[src/rtl/conv_pkg.sv]
// Shared definitions for the convolution controllers and the multiplier pool allocator.
package conv_pkg;

    localparam int NMULT_DEF = 64;
    localparam int CW_DEF    = $clog2(NMULT_DEF + 1);

    typedef enum logic [1:0] {
        IDLE  = 2'd0,
        CHECK = 2'd1,
        SCAN  = 2'd2,
        DONE  = 2'd3
    } alloc_state_t;

endpackage

[src/rtl/mult_pool_alloc_if.sv]
// Allocation/release handshake and pool-state bundle between conv controllers and the allocator.
interface mult_pool_alloc_if #(
    parameter int NMULT = conv_pkg::NMULT_DEF,
    parameter int CW    = $clog2(NMULT + 1)
);

    logic             alloc_req;
    logic [CW-1:0]    alloc_cnt;
    logic             alloc_partial;
    logic             alloc_ready;
    logic             alloc_done;
    logic [NMULT-1:0] alloc_mask;
    logic [CW-1:0]    alloc_granted;
    logic             alloc_err;
    logic             rel_valid;
    logic [NMULT-1:0] rel_mask;
    logic [NMULT-1:0] mult_map;
    logic [CW-1:0]    free_cnt;

    modport master (
        output alloc_req, alloc_cnt, alloc_partial, rel_valid, rel_mask,
        input  alloc_ready, alloc_done, alloc_mask, alloc_granted, alloc_err,
        input  mult_map, free_cnt
    );

    modport slave (
        input  alloc_req, alloc_cnt, alloc_partial, rel_valid, rel_mask,
        output alloc_ready, alloc_done, alloc_mask, alloc_granted, alloc_err,
        output mult_map, free_cnt
    );

endinterface

[src/rtl/mult_popcount.sv]
// Combinational population count of an NMULT-bit vector.
module mult_popcount #(
    parameter int NMULT = conv_pkg::NMULT_DEF,
    parameter int CW    = $clog2(NMULT + 1)
) (
    input  logic [NMULT-1:0] i_vec,
    output logic [CW-1:0]    o_cnt
);

    always_comb begin
        o_cnt = '0;
        for (int i = 0; i < NMULT; i++) begin
            o_cnt = o_cnt + CW'(i_vec[i]);
        end
    end

endmodule

[src/rtl/mult_pool_alloc.sv]
// Multiplier pool allocator: owns the occupancy map, claims one scanned slot per cycle, frees on release.
// Define MULT_ALLOC_RR_EN to keep the scan pointer across requests (round-robin) instead of restarting at slot 0.
module mult_pool_alloc #(
    parameter int NMULT = conv_pkg::NMULT_DEF,
    parameter int CW    = $clog2(NMULT + 1)
) (
    input  logic             clk,
    input  logic             rstn,
    mult_pool_alloc_if.slave bus
);
    import conv_pkg::*;

    localparam int              PW      = (NMULT > 1) ? $clog2(NMULT) : 1;
    localparam logic [CW-1:0]   NMULT_C = CW'(NMULT);
    localparam logic [NMULT-1:0] ONE    = NMULT'(1);

    alloc_state_t     r_state;
    logic             r_ready;
    logic             r_done;
    logic             r_err;
    logic             r_partial;
    logic [NMULT-1:0] r_map;
    logic [NMULT-1:0] r_work;
    logic [NMULT-1:0] r_mask;
    logic [CW-1:0]    r_free;
    logic [CW-1:0]    r_granted;
    logic [CW-1:0]    r_cnt;
    logic [CW-1:0]    r_target;
    logic [CW-1:0]    r_claimed;
    logic [CW-1:0]    r_examined;
    logic [PW-1:0]    r_ptr;

    logic [NMULT-1:0] w_rel_eff;
    logic [CW-1:0]    w_rel_cnt;
    logic             w_claim;
    logic [NMULT-1:0] w_claim_vec;
    logic [CW-1:0]    w_claimed_nxt;
    logic [PW-1:0]    w_ptr_nxt;

    // Only occupied bits count as released, so free_cnt never double-counts a free slot.
    assign w_rel_eff     = bus.rel_valid ? (bus.rel_mask & r_map) : '0;
    assign w_claim       = (r_state == SCAN) && !r_map[r_ptr];
    assign w_claim_vec   = w_claim ? (ONE << r_ptr) : '0;
    assign w_claimed_nxt = r_claimed + CW'(w_claim);
    assign w_ptr_nxt     = (r_ptr == PW'(NMULT - 1)) ? '0 : r_ptr + PW'(1);

    mult_popcount #(.NMULT(NMULT), .CW(CW)) u_rel_pop (
        .i_vec (w_rel_eff),
        .o_cnt (w_rel_cnt)
    );

    always_ff @(posedge clk or negedge rstn) begin
        if (!rstn) begin
            r_map  <= '0;
            r_free <= NMULT_C;
        end else begin
            r_map  <= (r_map & ~w_rel_eff) | w_claim_vec;
            r_free <= r_free + w_rel_cnt - CW'(w_claim);
        end
    end

    always_ff @(posedge clk or negedge rstn) begin
        if (!rstn) begin
            r_state    <= IDLE;
            r_ready    <= 1'b1;
            r_done     <= 1'b0;
            r_err      <= 1'b0;
            r_partial  <= 1'b0;
            r_work     <= '0;
            r_mask     <= '0;
            r_granted  <= '0;
            r_cnt      <= '0;
            r_target   <= '0;
            r_claimed  <= '0;
            r_examined <= '0;
            r_ptr      <= '0;
        end else begin
            case (r_state)
                IDLE: begin
                    if (bus.alloc_req) begin
                        r_cnt     <= bus.alloc_cnt;
                        r_partial <= bus.alloc_partial;
                        r_work    <= '0;
                        r_ready   <= 1'b0;
                        r_state   <= CHECK;
                    end
                end
                CHECK: begin
                    if (r_cnt == '0 || r_cnt > NMULT_C ||
                        (r_free < r_cnt && r_partial && r_free == '0)) begin
                        r_state   <= DONE;
                        r_done    <= 1'b1;
                        r_mask    <= '0;
                        r_granted <= '0;
                        r_err     <= (r_cnt > NMULT_C);
                    end else if (r_free >= r_cnt || r_partial) begin
                        r_target   <= (r_free >= r_cnt) ? r_cnt : r_free;
                        r_claimed  <= '0;
                        r_examined <= '0;
`ifndef MULT_ALLOC_RR_EN
                        r_ptr      <= '0;
`endif
                        r_state    <= SCAN;
                    end
                end
                SCAN: begin
                    r_work     <= r_work | w_claim_vec;
                    r_claimed  <= w_claimed_nxt;
                    r_examined <= r_examined + CW'(1);
                    r_ptr      <= w_ptr_nxt;
                    // Releases behind the pointer are not revisited; a full lap ends the request.
                    if (w_claimed_nxt == r_target || r_examined == NMULT_C - CW'(1)) begin
                        r_state   <= DONE;
                        r_done    <= 1'b1;
                        r_mask    <= r_work | w_claim_vec;
                        r_granted <= w_claimed_nxt;
                        r_err     <= 1'b0;
                    end
                end
                DONE: begin
                    r_done  <= 1'b0;
                    r_ready <= 1'b1;
                    r_state <= IDLE;
                end
                default: r_state <= IDLE;
            endcase
        end
    end

    assign bus.alloc_ready   = r_ready;
    assign bus.alloc_done    = r_done;
    assign bus.alloc_mask    = r_mask;
    assign bus.alloc_granted = r_granted;
    assign bus.alloc_err     = r_err;
    assign bus.mult_map      = r_map;
    assign bus.free_cnt      = r_free;

endmodule

[src/flat_wrapper.sv]
// flat-port wrapper written by rule: the top's interface ports become plain ports
module mult_pool_alloc_flat import conv_pkg::*;
#(
    parameter int NMULT = conv_pkg::NMULT_DEF,
    parameter int CW    = $clog2(NMULT + 1)
)
  (clk, rstn, bus_alloc_req, bus_alloc_cnt, bus_alloc_partial, bus_rel_valid, bus_rel_mask, bus_alloc_ready, bus_alloc_done, bus_alloc_mask, bus_alloc_granted, bus_alloc_err, bus_mult_map, bus_free_cnt);
  mult_pool_alloc_if #(.NMULT(NMULT), .CW(CW)) bus_i ();
  input  logic clk;
  input  logic rstn;
  input wire logic [$bits(bus_i.alloc_req)-1:0] bus_alloc_req;
  input wire logic [$bits(bus_i.alloc_cnt)-1:0] bus_alloc_cnt;
  input wire logic [$bits(bus_i.alloc_partial)-1:0] bus_alloc_partial;
  input wire logic [$bits(bus_i.rel_valid)-1:0] bus_rel_valid;
  input wire logic [$bits(bus_i.rel_mask)-1:0] bus_rel_mask;
  output wire logic [$bits(bus_i.alloc_ready)-1:0] bus_alloc_ready;
  output wire logic [$bits(bus_i.alloc_done)-1:0] bus_alloc_done;
  output wire logic [$bits(bus_i.alloc_mask)-1:0] bus_alloc_mask;
  output wire logic [$bits(bus_i.alloc_granted)-1:0] bus_alloc_granted;
  output wire logic [$bits(bus_i.alloc_err)-1:0] bus_alloc_err;
  output wire logic [$bits(bus_i.mult_map)-1:0] bus_mult_map;
  output wire logic [$bits(bus_i.free_cnt)-1:0] bus_free_cnt;
  assign bus_i.alloc_req = bus_alloc_req;
  assign bus_i.alloc_cnt = bus_alloc_cnt;
  assign bus_i.alloc_partial = bus_alloc_partial;
  assign bus_i.rel_valid = bus_rel_valid;
  assign bus_i.rel_mask = bus_rel_mask;
  assign bus_alloc_ready = bus_i.alloc_ready;
  assign bus_alloc_done = bus_i.alloc_done;
  assign bus_alloc_mask = bus_i.alloc_mask;
  assign bus_alloc_granted = bus_i.alloc_granted;
  assign bus_alloc_err = bus_i.alloc_err;
  assign bus_mult_map = bus_i.mult_map;
  assign bus_free_cnt = bus_i.free_cnt;
  mult_pool_alloc #(.NMULT(NMULT), .CW(CW)) u_core (.clk(clk), .rstn(rstn), .bus(bus_i));
endmodule
[config.mk]
export PLATFORM = sky130hd
export DESIGN_NAME = mult_pool_alloc_flat
export DESIGN_NICKNAME = d
export VERILOG_FILES = /design/src/rtl/conv_pkg.sv /design/src/rtl/mult_pool_alloc_if.sv /design/src/rtl/mult_popcount.sv /design/src/rtl/mult_pool_alloc.sv /design/src/flat_wrapper.sv
export SDC_FILE = /design/constraint.sdc
export NUM_CORES = 1
export LEC_CHECK = 0
export ABC_AREA = 1
export BUFFER_PORTS_ARGS = -buffer_cell sky130_fd_sc_hd__buf_2
export CORE_MARGIN = 1
export CORE_UTILIZATION = 50
export CTS_BUF_LIST = sky130_fd_sc_hd__clkbuf_4 sky130_fd_sc_hd__clkbuf_8 sky130_fd_sc_hd__clkbuf_16
export CTS_CLUSTER_DIAMETER = 100
export DETAILED_ROUTE_END_ITERATION = 10
export PLACE_DENSITY = 0.72
export SYNTH_ARGS = -nofsm -noshare
export SYNTH_HDL_FRONTEND = slang
export SYNTH_SLANG_ARGS = --single-unit
[constraint.sdc]
create_clock -name clk -period 18.04 [get_ports clk]
set_input_delay 0.902 -clock clk [delete_from_list [all_inputs] [get_ports clk]]
set_output_delay 0.902 -clock clk [all_outputs]
set_load 0.02 [all_outputs]
Yosys cells after proc, flatten, opt, wreduce, memory -nomap -nowiden
Cells that the tools add are included.
{"block": "word_totals", "regBits": 246, "input_bits": 76, "out_inout_bits": 145, "word_cells": 163}
{"block": "classes", "n_addsub": 68, "n_lt_le_gt_ge": 4, "n_eq_ne": 12, "n_shift": 1, "n_mux": 34, "bitwise_logic": 6, "n_reduce_logical": 23}
{"cell": "7-bit by 1-bit adder with 7-bit output", "count": 58}
{"cell": "64-bit 2-to-1 mux", "count": 5}
{"cell": "64-bit one-hot mux with 2 select lines", "count": 2}
{"cell": "64-bit bitwise AND", "count": 2}
{"cell": "64-bit OR", "count": 2}
{"cell": "64-bit inverter", "count": 1}
{"cell": "1-bit by 6-bit left shift with 64-bit output (first input constant)", "count": 1}
{"cell": "7-bit one-hot mux with 2 select lines", "count": 3}
{"cell": "7-bit 2-to-1 mux", "count": 5}
{"cell": "6-bit 2-to-1 mux", "count": 3}
{"cell": "3-bit AND reduction", "count": 5}
{"cell": "7-bit logical NOT", "count": 2}
{"cell": "6-bit one-hot mux with 2 select lines", "count": 1}
{"cell": "2-bit 2-to-1 mux", "count": 4}
{"cell": "2-bit one-hot mux with 4 select lines", "count": 1}
{"cell": "6-bit by 1-bit adder with 7-bit output", "count": 1}
{"cell": "7-bit by 1-bit adder with 7-bit output (second input constant)", "count": 1}
{"cell": "7-bit adder", "count": 1}
{"cell": "7-bit by 6-bit equality test with 1-bit output (second input constant)", "count": 1}
{"cell": "7-bit equality test", "count": 1}
{"cell": "7-bit greater-or-equal comparator", "count": 1}
{"cell": "7-bit greater-than comparator (second input constant)", "count": 1}
{"cell": "6-bit by 7-bit less-than comparator with 1-bit output (second input constant)", "count": 1}
{"cell": "7-bit less-than comparator", "count": 1}
{"cell": "other kinds (25)", "count": 44}

Longest topological paths before layout
{"block": "depth", "word_depth": 67, "ltp_mapped": 33, "depth_no_buf": 31}

Hierarchy
Synthesis repeated with hierarchy kept, for this count alone.
{"block": "unflattened", "cells_unflattened": 1956, "area_unflattened_um2": 14940.6}
{"mod": "mult_pool_alloc", "n_inst": 1, "cells_per_inst": 1777, "area_per_inst_um2": 13232.7, "seq_area_each_um2": 6158.4}
{"mod": "mult_popcount", "n_inst": 1, "cells_per_inst": 179, "area_per_inst_um2": 1707.9, "seq_area_each_um2": 0.0}

Worst setup path after synthesis
OpenSTA, ideal clock, no wires.
{"block": "synth_timing", "path_type": "input to register", "start": "in bus_rel_valid", "end": "reg u_core.r_free[6] (netlist: u_core.bus.free_cnt[6])", "setup_time_ps": 75, "arrival_ps": 6940, "required_time_ps": 17965, "path_slack_ps": 11026, "stages": 26, "n_path_buf": 2, "cell_sequence": "clkbuf_1 clkbuf_1 nand2_1 nor2_1 fa_1 fa_1 fa_1 inv_1 fa_1 inv_1 fa_1 inv_1 fa_1 fa_1 inv_1 fa_1 inv_1 fa_1 inv_1 fa_1 nand3_1 nand2_1 nand2_1 nand2_1 a21oi_1 xor2_1"}
{"block": "synth_via", "elab_chain_cells": 66}
{"element": "start, declared", "line": "flat_wrapper.sv:14", "text": "input wire logic [$bits(bus_i.rel_valid)-1:0] bus_rel_valid;"}
{"element": "64-bit 2-to-1 mux (*)", "line": "mult_pool_alloc.sv:41", "text": "assign w_rel_eff = bus.rel_valid ? (bus.rel_mask & r_map) : '0;"}
{"element": "1-bit by 1-bit adder with 2-bit output", "line": "mult_popcount.sv:13", "text": "o_cnt = o_cnt + CW'(i_vec[i]);"}
{"element": "2-bit by 1-bit adder with 3-bit output", "line": "mult_popcount.sv:13"}
{"element": "3-bit by 1-bit adder with 4-bit output", "line": "mult_popcount.sv:13"}
{"element": "4-bit by 1-bit adder with 5-bit output", "line": "mult_popcount.sv:13"}
{"element": "5-bit by 1-bit adder with 6-bit output", "line": "mult_popcount.sv:13"}
{"element": "6-bit by 1-bit adder with 7-bit output", "line": "mult_popcount.sv:13"}
{"element": "7-bit by 1-bit adder with 7-bit output (56 in series)", "line": "mult_popcount.sv:13"}
{"element": "7-bit by 1-bit adder with 7-bit output (*)", "line": "mult_popcount.sv:13"}
{"element": "7-bit adder (*)", "line": "mult_pool_alloc.sv:58", "text": "r_free <= r_free + w_rel_cnt - CW'(w_claim);"}
{"element": "7-bit by 1-bit subtractor with 7-bit output (*)", "line": "mult_pool_alloc.sv:58"}
{"element": "end signal, assigned", "line": "mult_pool_alloc.sv:58"}
{"element": "end, declared", "line": "mult_pool_alloc.sv:25", "text": "logic [CW-1:0] r_free;"}
Every way passes the cells marked *; elsewhere a longest branch is shown, timed or not.
A chain may end at the register's enable or synchronous reset.

Worst setup path in the final report
{"block": "layout_timing", "start": "reg u_core.r_ptr[1]", "end": "reg u_core.r_free[6] (netlist: u_core.bus.free_cnt[6])"}
{"block": "layout_via", "elab_chain_cells": 5}
{"element": "start, declared", "line": "mult_pool_alloc.sv:31", "text": "logic [PW-1:0] r_ptr;"}
{"element": "start signal, assigned", "line": "mult_pool_alloc.sv:110", "text": "r_ptr <= w_ptr_nxt;"}
{"element": "1-bit binary-select mux with 6-bit select", "line": "mult_pool_alloc.sv:42", "text": "assign w_claim = (r_state == SCAN) && !r_map[r_ptr];"}
{"element": "1-bit 2-to-1 mux (not written as such)", "line": "mult_pool_alloc.sv:42"}
{"element": "1-bit logical NOT", "line": "mult_pool_alloc.sv:42"}
{"element": "1-bit logical AND", "line": "mult_pool_alloc.sv:42"}
{"element": "7-bit by 1-bit subtractor with 7-bit output", "line": "mult_pool_alloc.sv:58"}
No other way between the ends. The select of a mux whose other input is x is not followed.

==> results.toml <==
[setup_path]
rrSetupSlack_ns = 10.34
cp-start-kind = "register"
crit_path_frequent_cell = "fa_1"
endpoint_kind = "register"
cp_slowest_cell = "dfrtp_1"
crit_required_ns = 18.51
worstPathArrival_ns = 8.17
startpoint = "u_core.r_ptr[1]"
r2r-start = "u_core.r_ptr[1]"
critPathKind = "reg2reg"
critPathMaxFanout = 34
slowest_delay_ns = 0.93

[sta]
min_period_ns = 7.70
finalWorstSetupSlack_ns = 10.34
min_period_over_period_pct = 42.7
worst_slew_pin_slew_ns = 1.18
grt_setup_unrepaired = "false"
slew_violations = 0
max-slew-margin-rel_pct = 21.1
tns_ns = 0
setup_viol = 0
hold_viol_final = 0
skew_ns = 0.0134
fmax_mhz = 130

[layout]
fillers = 2672
final_common_cell = "nand2_1"
finalInstanceArea_um2 = 16600
layout-drive-gt1-share_pct = 14.2
multi_input_area_um2 = 6920
fin_util_pct = 59.2
diodes = 0
final_cell_mix = "nand2_1, inv_1, dfrtp_1, buf_2, nand3_1"
nets = 2243
seq_area_um2 = 6160
area_growth_pct = 15.2

[synthesis]
syn_nets = 2069
yosysSeqAreaShare_pct = 42.7
netlist_area_um2 = 14400
synth-warning-count = 0
syn_inst = 1881
ys_ff_latch = 246
synth_area_per_cell_um2 = 7.67
synth.distinct_cells = 30

[clocking]
cts_resized = 0
numCtsBuffers = 27
cts_root_buf = "clkbuf_16"
clock_sinks = 246
cts_setup_buffers = 0
tritoncts = "done"
cts_buffer_depth = 3
clock_latency_ns = 0.54
clk_pin_slew_ns = 0.06
ctsHoldBuffers = 0
htree_levels = 1

[power]
clkPwrFrac_pct = 23.0
leakage_nw = 9.45
p_per_area_nw_per_um2 = 148
intPower_mw = 1.35
p_switching_mw = 1.11
p_seq_share_pct = 28.0
sw_frac_of_total_pct = 45.0
ir_drop_uv = 156
p_comb_share_pct = 49.1
totalPowerFinal_mw = 2.46

[grt]
grt_pass1_vias = 12400
gr-total-overflow = 0
grt_pass1_wl_mm = 66.4
grt.total_usage_pct = 29.5
grt_antenna_before_repair = 0
grt_start_max_net_pins = 98

[placed_design]
hpwlAfterDp_mm = 31.8
placed_area_um2 = 15700
dp_slack_ns = 10.47
io_buffers = 220
place.gp.congestion = 0.961

[detailed_routing]
drc = 0
drt-pass1-iter-count = 5
wl_mm = 42.7
viasPerCell = 5.25
drt_iter0_drc = 1110
wire_per_inst_um = 17.4
via_count = 12900
antenna_violating_nets_post_route = 0

[die]
io_pins = 221
die_y_um = 172
dieArea_um2 = 29500
start_util_pct = 51.4
rows = 61
coreArea_um2 = 28100
die_w_um = 172

[job]
drv_cap = 0

[run_status]
status = "finished, final reports clean"

[hold_path]
hold_class = "in2async"
final cells by class:
class                           count  area share [%]
Clock buffer                       43            5.16
Timing Repair Buffer              229            7.09
Clock inverter                      5           0.301
Tap cell                          378            2.85
Sequential cell                   246            37.0
Inverter                          263            5.94
Multi-Input combinational cell   1288            41.6
cells by family after synthesis:
| logic type | share of synthesized area (%) |
|---|---|
| simple gates | 28.1 |
| compound gates | 5.83 |
| flops | 42.7 |
| fa+ha+maj | 12.7 |
| xor+xnor | 1.21 |
| buf+inv | 9.56 |
path summary, 6_finish.rpt:
path                                              to  cells after the start
hold / removal                       u_core.r_cnt[0]                      1
max in group asynchronous          u_core.r_work[31]                      2
setup / recovery              u_core.bus.free_cnt[6]                     28
setup reg to reg              u_core.bus.free_cnt[6]                     28
hold reg to reg            u_core.bus.alloc_mask[25]                      2
min in group clk           u_core.bus.alloc_mask[25]                      2
sequential cells by signal, indices dropped and copies added, names as in the netlist, 7 cells and up:
name and count:
u_core.r_cnt 7, u_core.r_work 64, u_core.r_target 7, u_core.bus.mult_map 64, u_core.r_examined 7, u_core.bus.free_cnt 7
u_core.r_claimed 7, u_core.bus.alloc_granted 7, u_core.bus.alloc_mask 64
critical path, delay by kind of cell, from the launching register on:
kind                       cells  cell delay [ns]
DFF                            1             0.93
adders and majority gates     10             4.12
buffers and inverters          5             0.66
AOI/OAI and AO/OA              2             0.27
and+or+nand+nor               10             1.47
xor gates and xnor gates       1             0.16
Yosys cell counts (all sizes together):
| cell | n | share of area, % |
|---|---|---|
| a21oi | 23 | 0.80 |
| a31oi | 2 | 0.087 |
| buf | 37 | 1.5 |
| clkbuf | 47 | 1.2 |
| clkinv | 9 | 0.23 |
| dfrtp | 244 | 42 |
| dfstp | 2 | 0.36 |
| fa | 57 | 7.9 |
| ha | 55 | 4.8 |
| inv | 254 | 6.6 |
| nand2 | 737 | 19 |
| nand3 | 109 | 3.9 |
| nand4 | 42 | 1.8 |
| nor2 | 83 | 2.2 |
| nor3 | 27 | 0.94 |
| o211ai | 16 | 0.83 |
| o21a | 2 | 0.10 |
| o21ai | 111 | 3.8 |
| o31ai | 3 | 0.16 |
| or2 | 1 | 0.043 |
| xnor2 | 9 | 0.55 |
| xor2 | 11 | 0.67 |
power by group through the flow:
stage / Combinational, mW / Clock, mW / Sequential, mW
floorplan: 0.909 / 0 / 0.717
detailed placement: 1.21 / 0 / 0.697
global placement: 1.17 / 0 / 0.695
finish: 1.21 / 0.565 / 0.688
global route: 1.39 / 0.596 / 0.694
CTS: 1.23 / 0.572 / 0.687
metrics by stage:
| step | hold WS (ns) | instances |
|---|---|---|
| after floorplan | 0.449 | 1881 |
| after global placement | 0.459 | 2404 |
| after detailed placement | 0.460 | 2404 |
| after CTS | 0.428 | 2452 |
| after global routing | 0.465 | 2452 |
| final | 0.386 | 2452 |
metal layers:
layer / vias up / track usage [%] / share of wire [%]
li1: 6168 / - / -
met1: 6126 / 40.4 / 44
met2: 484 / 45.3 / 45
met3: 100 / 6.29 / 7.8
met4: 0 / 12.7 / 4.1
met5: - / 0 / 0
(Power assumes the default switching activity.)
